### src/rtl/key_pkg.sv
// Shared definitions for the key event decoder: FSM state encoding, event codes
// and the elaboration-time helper used to size the event timer.
package key_pkg;

  typedef enum logic [2:0] {
    ST_IDLE      = 3'd0,
    ST_PRESS1    = 3'd1,
    ST_WAIT_GAP  = 3'd2,
    ST_PRESS2    = 3'd3,
    ST_HOLD_LONG = 3'd4
  } key_state_e;

  typedef enum logic [1:0] {
    EVT_NONE   = 2'd0,
    EVT_SHORT  = 2'd1,
    EVT_DOUBLE = 2'd2,
    EVT_LONG   = 2'd3
  } key_evt_e;

  // Raw key and debounced level are active-low: 1 means released.
  localparam logic LEVEL_RELEASED = 1'b1;

  function automatic int unsigned max_u(input int unsigned a, input int unsigned b);
    return (a > b) ? a : b;
  endfunction

endpackage

### src/rtl/key_debounce.sv
// Two-flop synchronizer plus debouncer: the debounced level follows the
// synchronized key only after DEBOUNCE_CYCLES consecutive differing cycles.
module key_debounce
  import key_pkg::*;
#(
  parameter int unsigned DEBOUNCE_CYCLES = 1000000
) (
  input  logic clk,
  input  logic rst_n,
  input  logic button_in,
  output logic level
);

  localparam int unsigned CW = $clog2(DEBOUNCE_CYCLES);
  localparam logic [CW-1:0] CNT_LAST = CW'(DEBOUNCE_CYCLES - 1);

  logic [1:0]    sync;
  logic [CW-1:0] cnt;

  always_ff @(posedge clk or negedge rst_n) begin
    if (!rst_n) begin
      sync  <= {2{LEVEL_RELEASED}};
      level <= LEVEL_RELEASED;
      cnt   <= '0;
    end else begin
      sync <= {sync[0], button_in};
      if (sync[1] == level) begin
        cnt <= '0;
      end else if (cnt == CNT_LAST) begin
        level <= ~level;
        cnt   <= '0;
      end else begin
        cnt <= cnt + 1'b1;
      end
    end
  end

endmodule

### src/rtl/key_event_decoder.sv
// Classifies debounced key gestures into short press, double click and long
// press, each reported as a single registered one-cycle pulse.
//
// state        | meaning
// ST_IDLE      | released, waiting for a press
// ST_PRESS1    | first press held, timing for long press
// ST_WAIT_GAP  | released after a short press, timing the double-click gap
// ST_PRESS2    | second press held, timing for long press
// ST_HOLD_LONG | long press reported, waiting for release
module key_event_decoder
  import key_pkg::*;
#(
  parameter int unsigned DEBOUNCE_CYCLES   = 1000000,
  parameter int unsigned DOUBLE_GAP_CYCLES = 15000000,
  parameter int unsigned LONG_CYCLES       = 50000000
) (
  input  logic CLK,
  input  logic Rstn,
  input  logic Button_In,
  output logic Pressed,
  output logic Short_Press,
  output logic Double_Click,
  output logic Long_Press
);

  localparam int unsigned TMAX = max_u(LONG_CYCLES, DOUBLE_GAP_CYCLES);
  localparam int unsigned TW   = $clog2(TMAX + 1);
  localparam logic [TW-1:0] LONG_LAST = TW'(LONG_CYCLES - 1);
  localparam logic [TW-1:0] GAP_LAST  = TW'(DOUBLE_GAP_CYCLES - 1);

  generate
    if (!(DEBOUNCE_CYCLES >= 2 && DEBOUNCE_CYCLES < DOUBLE_GAP_CYCLES &&
          DOUBLE_GAP_CYCLES < LONG_CYCLES)) begin : g_param_check
      $error("key_event_decoder: need 2 <= DEBOUNCE_CYCLES < DOUBLE_GAP_CYCLES < LONG_CYCLES");
    end
  endgenerate

  logic          deb_level;
  logic          key_down;
  logic          press_edge;
  key_state_e    state, state_next;
  key_evt_e      evt;
  logic [TW-1:0] timer;

  key_debounce #(
    .DEBOUNCE_CYCLES(DEBOUNCE_CYCLES)
  ) u_debounce (
    .clk      (CLK),
    .rst_n    (Rstn),
    .button_in(Button_In),
    .level    (deb_level)
  );

  assign key_down = ~deb_level;
  // Pressed holds last cycle's key_down, so it doubles as the edge reference.
  assign press_edge = key_down & ~Pressed;

  always_ff @(posedge CLK or negedge Rstn) begin
    if (!Rstn) begin
      state        <= ST_IDLE;
      timer        <= '0;
      Pressed      <= 1'b0;
      Short_Press  <= 1'b0;
      Double_Click <= 1'b0;
      Long_Press   <= 1'b0;
    end else begin
      state        <= state_next;
      Pressed      <= key_down;
      Short_Press  <= (evt == EVT_SHORT);
      Double_Click <= (evt == EVT_DOUBLE);
      Long_Press   <= (evt == EVT_LONG);
      if (state_next != state) begin
        timer <= '0;
      end else if (timer != '1) begin
        timer <= timer + 1'b1;
      end
    end
  end

  always_comb begin
    state_next = state;
    evt        = EVT_NONE;
    case (state)
      ST_IDLE: begin
        if (press_edge) state_next = ST_PRESS1;
      end
      ST_PRESS1: begin
        if (!key_down) begin
          state_next = ST_WAIT_GAP;
        end else if (timer == LONG_LAST) begin
          evt        = EVT_LONG;
          state_next = ST_HOLD_LONG;
        end
      end
      ST_WAIT_GAP: begin
        // A press arriving on the expiry cycle still wins.
        if (key_down) begin
          state_next = ST_PRESS2;
        end else if (timer == GAP_LAST) begin
          evt        = EVT_SHORT;
          state_next = ST_IDLE;
        end
      end
      ST_PRESS2: begin
        if (!key_down) begin
          evt        = EVT_DOUBLE;
          state_next = ST_IDLE;
        end else if (timer == LONG_LAST) begin
          evt        = EVT_LONG;
          state_next = ST_HOLD_LONG;
        end
      end
      ST_HOLD_LONG: begin
        if (!key_down) state_next = ST_IDLE;
      end
      default: state_next = ST_IDLE;
    endcase
  end

endmodule

### config.mk
export PLATFORM = sky130hd
export DESIGN_NAME = key_event_decoder
export DESIGN_NICKNAME = d
export VERILOG_FILES = /design/src/rtl/key_pkg.sv /design/src/rtl/key_debounce.sv /design/src/rtl/key_event_decoder.sv
export SDC_FILE = /design/constraint.sdc
export NUM_CORES = 1
export LEC_CHECK = 0
export CAP_MARGIN = 20
export CORE_ASPECT_RATIO = 0.5
export CORE_UTILIZATION = 25
export DETAILED_ROUTE_END_ITERATION = 12
export HOLD_SLACK_MARGIN = 0.08
export PLACE_DENSITY = 0.41
export SYNTH_ARGS = -nofsm -noshare
export SYNTH_HDL_FRONTEND = slang
export SYNTH_SLANG_ARGS = --single-unit
### constraint.sdc
create_clock -name CLK -period 6.36 [get_ports CLK]
set_input_delay 1.272 -clock CLK [delete_from_list [all_inputs] [get_ports CLK]]
set_output_delay 1.272 -clock CLK [all_outputs]
set_load 0.05 [all_outputs]
### After elaboration in Yosys (flattened, before gate mapping)

Index checks and enable logic that the tools add are counted.

* flip-flop bits (word level): 56
* word-level logic and storage cells: 49

* $add $sub $neg: 2
* eq/ne operators: 13
* muxes and demuxes: 18
* bitwise operators: 4
* reduce and logical (&&, ||, !) cells: 3

Operator list (number)
* $mux 26: 2
* $mux 20: 2
* $add 26x1->26 const B: 1
* $eq 26x24->1 const B: 1
* $eq 26x26->1 const B: 1
* $ne 26x26->1 const B: 1
* $mux 3: 7
* $add 20x1->20 const B: 1
* $eq 20x20->1 const B: 1
* $pmux 3 s5: 1
* $eq 3x2->1 const B: 2
* $mux 2: 3
* $pmux 2 s3: 1
* $eq 2x2->1 const B: 2
* $eq 3x1->1 const B: 1
* $eq 3x3->1 const B: 1
* $logic_not 3->1: 1
* $ne 3x3->1: 1
* $not 1->1: 3
* $eq 2x1->1 const B: 1
* $mux 1: 2
* $reduce_and 2->1: 1
* $reduce_bool 2->1: 1
* $and 1x1->1: 1
* $eq 1x1->1: 1

### Logic depth before layout (Yosys ltp)

* depth in word-level cells: 6
* gate-level depth with buffers: 7
* gate-level depth less buffers: 6

### Modules after synthesis

A second synthesis with hierarchy kept.

* cell total of the unflattened synthesis: 305
* area total of the unflattened synthesis: 3065.4 µm²

By module, submodules not included
* key_event_decoder: instances 1, cells each 197, area each 1946.9 µm²
* key_debounce: instances 1, cells each 108, area each 1118.6 µm²

### Worst setup path after synthesis

No wires, ideal clock.

* kind: register -> register
* start point: register timer[10]
* end point: register timer[23]
* setup time: 0.130 ns
* arrival time: 1.870 ns
* path slack: 4.360 ns
* stages on the path, launching flop included: 7
* clock period less this slack: 2.000 ns
* cells stage by stage: dfrtp_1 > or4_4 > nor4_2 > nand4_1 > a22oi_4 > buf_6 > a21oi_1

* longest elaborated chain between the ends: 6
* elaborated cells between the ends (all ways): 14
* classes of those cells: add/sub: 1; eq/ne: 4; mux: 8; reduce/logical: 1

Ends and longest elaborated chain
* start, declared: RTL line key_event_decoder.sv:43 `logic [TW-1:0] timer;`
* start signal, assigned: RTL line key_event_decoder.sv:75 `timer <= timer + 1'b1;`
* $eq 26x26->1 / $eq 26x24->1 (equally long branches): RTL line key_event_decoder.sv:90, key_event_decoder.sv:108, key_event_decoder.sv:99
* $mux 3, on equally long branches: RTL line key_event_decoder.sv:90, key_event_decoder.sv:108, key_event_decoder.sv:99
* $mux 3, on equally long branches: RTL line key_event_decoder.sv:105, key_event_decoder.sv:88, key_event_decoder.sv:97
* $pmux 3 s5: RTL line key_event_decoder.sv:83 `case (state)`
* $ne 3x3->1: RTL line key_event_decoder.sv:72 `if (state_next != state) begin`
* $mux 26 / $reduce_bool 2->1 (equally long branches)

Several ways; a longest one is shown, not always the timed one. The select of a mux whose other input is x is not followed.
A chain may end at the register's enable or synchronous reset.

### Final worst setup path

* start point: register Pressed
* end point: output port Pressed

RTL lines
* start, declared: RTL line key_event_decoder.sv:20 `output logic Pressed,`
* start signal, assigned: RTL line key_event_decoder.sv:68 `Pressed <= key_down;`

No word-level cell between the ends.

==> results.sh <==
export IMPL_status="complete, no violations"
export IMPL_cp_end_kind="output pin"
export IMPL_antenna_left=0
export IMPL_layout_min_cycle_time_ns=2.75
export IMPL_path_class="reg2out"
export IMPL_power_mw=0.660
export IMPL_fill_cells=1204
export IMPL_synthSimpleGateAreaFrac_pct=29.8
export IMPL_die_area_um2=12200
export IMPL_dr_pass1_iters=4
export IMPL_critPathSlowestCell="clkdlybuf4s50_1"
export IMPL_grt_overflow_total=0
export IMPL_worstPathArrival_ns=1.48
export IMPL_rsz0062_at_grt="no"
export IMPL_synth_common_cells="53 x dfrtp_1, 47 x nor2_1, 21 x nand2_1, 19 x nand3_1, 19 x xnor2_1"
export IMPL_synthTopCellsByArea="dfrtp_1 45%, nor2_1 6.0%, xnor2_1 5.7%"
export IMPL_async_reset_ff_share_pct=100
export IMPL_drc=0
export IMPL_cts_num_sinks=56
export IMPL_grt_pass1_wl_um=11200
export IMPL_hold_buffers=0
export IMPL_cap_violations=0
export IMPL_synth_seq_cells=56
export IMPL_setup_viol=0
export IMPL_cp_max_fo=3
export IMPL_pwr_density_cell_nw_per_um2=202
export IMPL_finalWeightedCongestion=0.783
export IMPL_numCtsBuffers=5
export IMPL_finalCritPeriodShare_pct=43.2
export IMPL_hold_viol=0
export IMPL_final_util_pct=29.1
export IMPL_ys_warn_count=0
export IMPL_syn2layout_area_growth_pct=11.4
export IMPL_syn_inst=305
export IMPL_grt_use_met3_pct=2.32
export IMPL_fin_cells=469
export IMPL_synth_area_leader_cell="dfrtp_1"
export IMPL_wl_per_cell_um=13.6
export IMPL_io_pins=7
export IMPL_leakagePower_nw=1.28
export IMPL_synth_distinct_cells=45
export IMPL_cp_slowest_stage_delay_ns=0.81
export IMPL_skew_ns=0.00381
export IMPL_ys_flop_type="dfrtp_1"
export IMPL_hpwl_um=4310
export IMPL_yosysTopAreaCellShare_pct=45.2
export IMPL_syn_nets=310
export IMPL_yosysMostFrequentCell="dfrtp_1"
export IMPL_max_freq_ghz=0.364
export IMPL_drive_gt1_share_pct=7.74
export IMPL_ys_seq_area_share_pct=47.9
export IMPL_r2r_slack_ns=3.87
export IMPL_grt_pass1_vias=2321
export IMPL_tightest_slew_ns=0.762
export IMPL_synth_xor_area_share_pct=9.55
export IMPL_synth_fa_ha_area_share_pct=0.853
export IMPL_cts_tree="yes"
export IMPL_viasPerCell=4.77
export IMPL_crit_family="buffers and inverters"
export IMPL_start_util_pct=26.2
export IMPL_antenna_found_initial=0
export IMPL_grt_use_total_pct=11.5
export IMPL_relSlewSlack_pct=48.8
export IMPL_grt_busiest_layer="met2"
export IMPL_critPathBufInv=1
export IMPL_grt_max_degree=57
export IMPL_syn_area_um2=2930
export IMPL_slew_viol_final=0
export IMPL_ir_drop_mv=0.0917
export IMPL_worstPathRequired_ns=5.09
export IMPL_worstPathCellList="clkdlybuf4s50_1"
export IMPL_avgSynthCellArea_um2=9.62
export IMPL_setup_tns_ns=0
export IMPL_routed_wl_um=6370
export IMPL_io_buffers=6
export IMPL_die_w_um=155
export IMPL_synth_compound_area_share_pct=7.97
export IMPL_antennaDiodeCount=0
export IMPL_clockRootBuffer="clkbuf_16"
export IMPL_synth_top_family_by_area="simple AND/OR/NAND/NOR gates"
export IMPL_vias=2239
export IMPL_fin_nets=314
export IMPL_critPathLaunchType="register"
export IMPL_row_count=27
export IMPL_dpl_cell_count=461
export IMPL_die_y_um=78.6
export IMPL_path_clk_slew_ns=0.07
export IMPL_synth_mux_area_share_pct=0.682
export IMPL_synth_edf_count=0
export IMPL_core_area_um2=11200
export IMPL_clk_latency_ns=0.30
export IMPL_hold_path_class="reg2reg"
export IMPL_clockBufferDepth=2
export IMPL_drt_iter0_markers=117
export IMPL_htreeDepth=2
export IMPL_grt_use_met1_pct=14.7
export IMPL_post_cts_buffers=0
export IMPL_global_route_usage_met2_pct=19.6
export IMPL_cts_resized=0
registers in the layout (all words and copies together) (netlist names), 2 cells and up:
name             flops
state                3
timer               26
u_debounce.cnt      20
u_debounce.sync      2
cells in the final DEF (no fill, tap or decap), drive strengths merged, types with 9 or more instances in the layout:
| master | count |
|---|---|
| and3 | 10 |
| nor3 | 12 |
| dfrtp | 53 |
| a21oi | 13 |
| nor2 | 48 |
| nand3 | 19 |
| nand2 | 21 |
| nor4 | 9 |
| xnor2 | 19 |
| xor2 | 13 |
| nand4 | 14 |
per-layer routing:
layer / up-vias / part of all wire [%]
met5: - / 0
met4: 0 / 1.1
met3: 7 / 1.9
met2: 23 / 48
met1: 1113 / 49
li1: 1096 / -
layout make-up:
cell class | count | area (um^2) | area share (%)
clock buffers | 6 | 139 | 4.25
flip-flops and latches | 56 | 1410 | 43.0
multi-input cells | 234 | 1430 | 43.9
inverters | 5 | 18.8 | 0.574
clock inverters | 2 | 10.0 | 0.306
well taps | 159 | 199 | 6.09
repair buffers | 7 | 62.6 | 1.91
stage by stage:
| step | worst slack [ns] | cell area, um^2 | hold slack (ns) |
|---|---|---|---|
| 6_report | 3.61 | 3270 | 0.357 |
| 5_1_grt | 3.54 | 3270 | 0.363 |
| 4_1_cts | 3.59 | 3270 | 0.358 |
| 3_5_place_dp | 3.86 | 3120 | 0.348 |
| 3_3_place_gp | 3.89 | 3120 | 0.349 |
| 2_1_floorplan | 4.36 | 2930 | 0.345 |
logic make-up (layout without fill, tap and decap cells):
kind of cell | Yosys count | in the layout
and+or+nand+nor | 162 | 162
adders and majority gates | 2 | 2
muxes | 2 | 2
xor gates and xnor gates | 32 | 32
DFF | 56 | 56
buffers and inverters | 15 | 20
AOI/OAI and AO/OA | 36 | 36
worst paths after layout:
| path | start | endpoint | cells past startpoint |
|---|---|---|---|
| setup reg to reg | timer[0] | timer[1] | 6 |
| min in group asynchronous | Rstn | timer[3] | 2 |
| max in group asynchronous | Rstn | Short_Press | 2 |
| hold reg to reg | u_debounce.sync[0] | u_debounce.sync[1] | 0 |
| hold / removal | u_debounce.sync[0] | u_debounce.sync[1] | 0 |
| setup / recovery | Pressed | Pressed | 1 |
where the power goes:
group / internal, mW / leakage [nW] / switching, mW
Sequential: 0.358 / 0.749 / 0.00209
Combinational: 0.00281 / 0.453 / 0.0103
Clock: 0.156 / 0.0766 / 0.131
(Power assumes the default switching activity.)
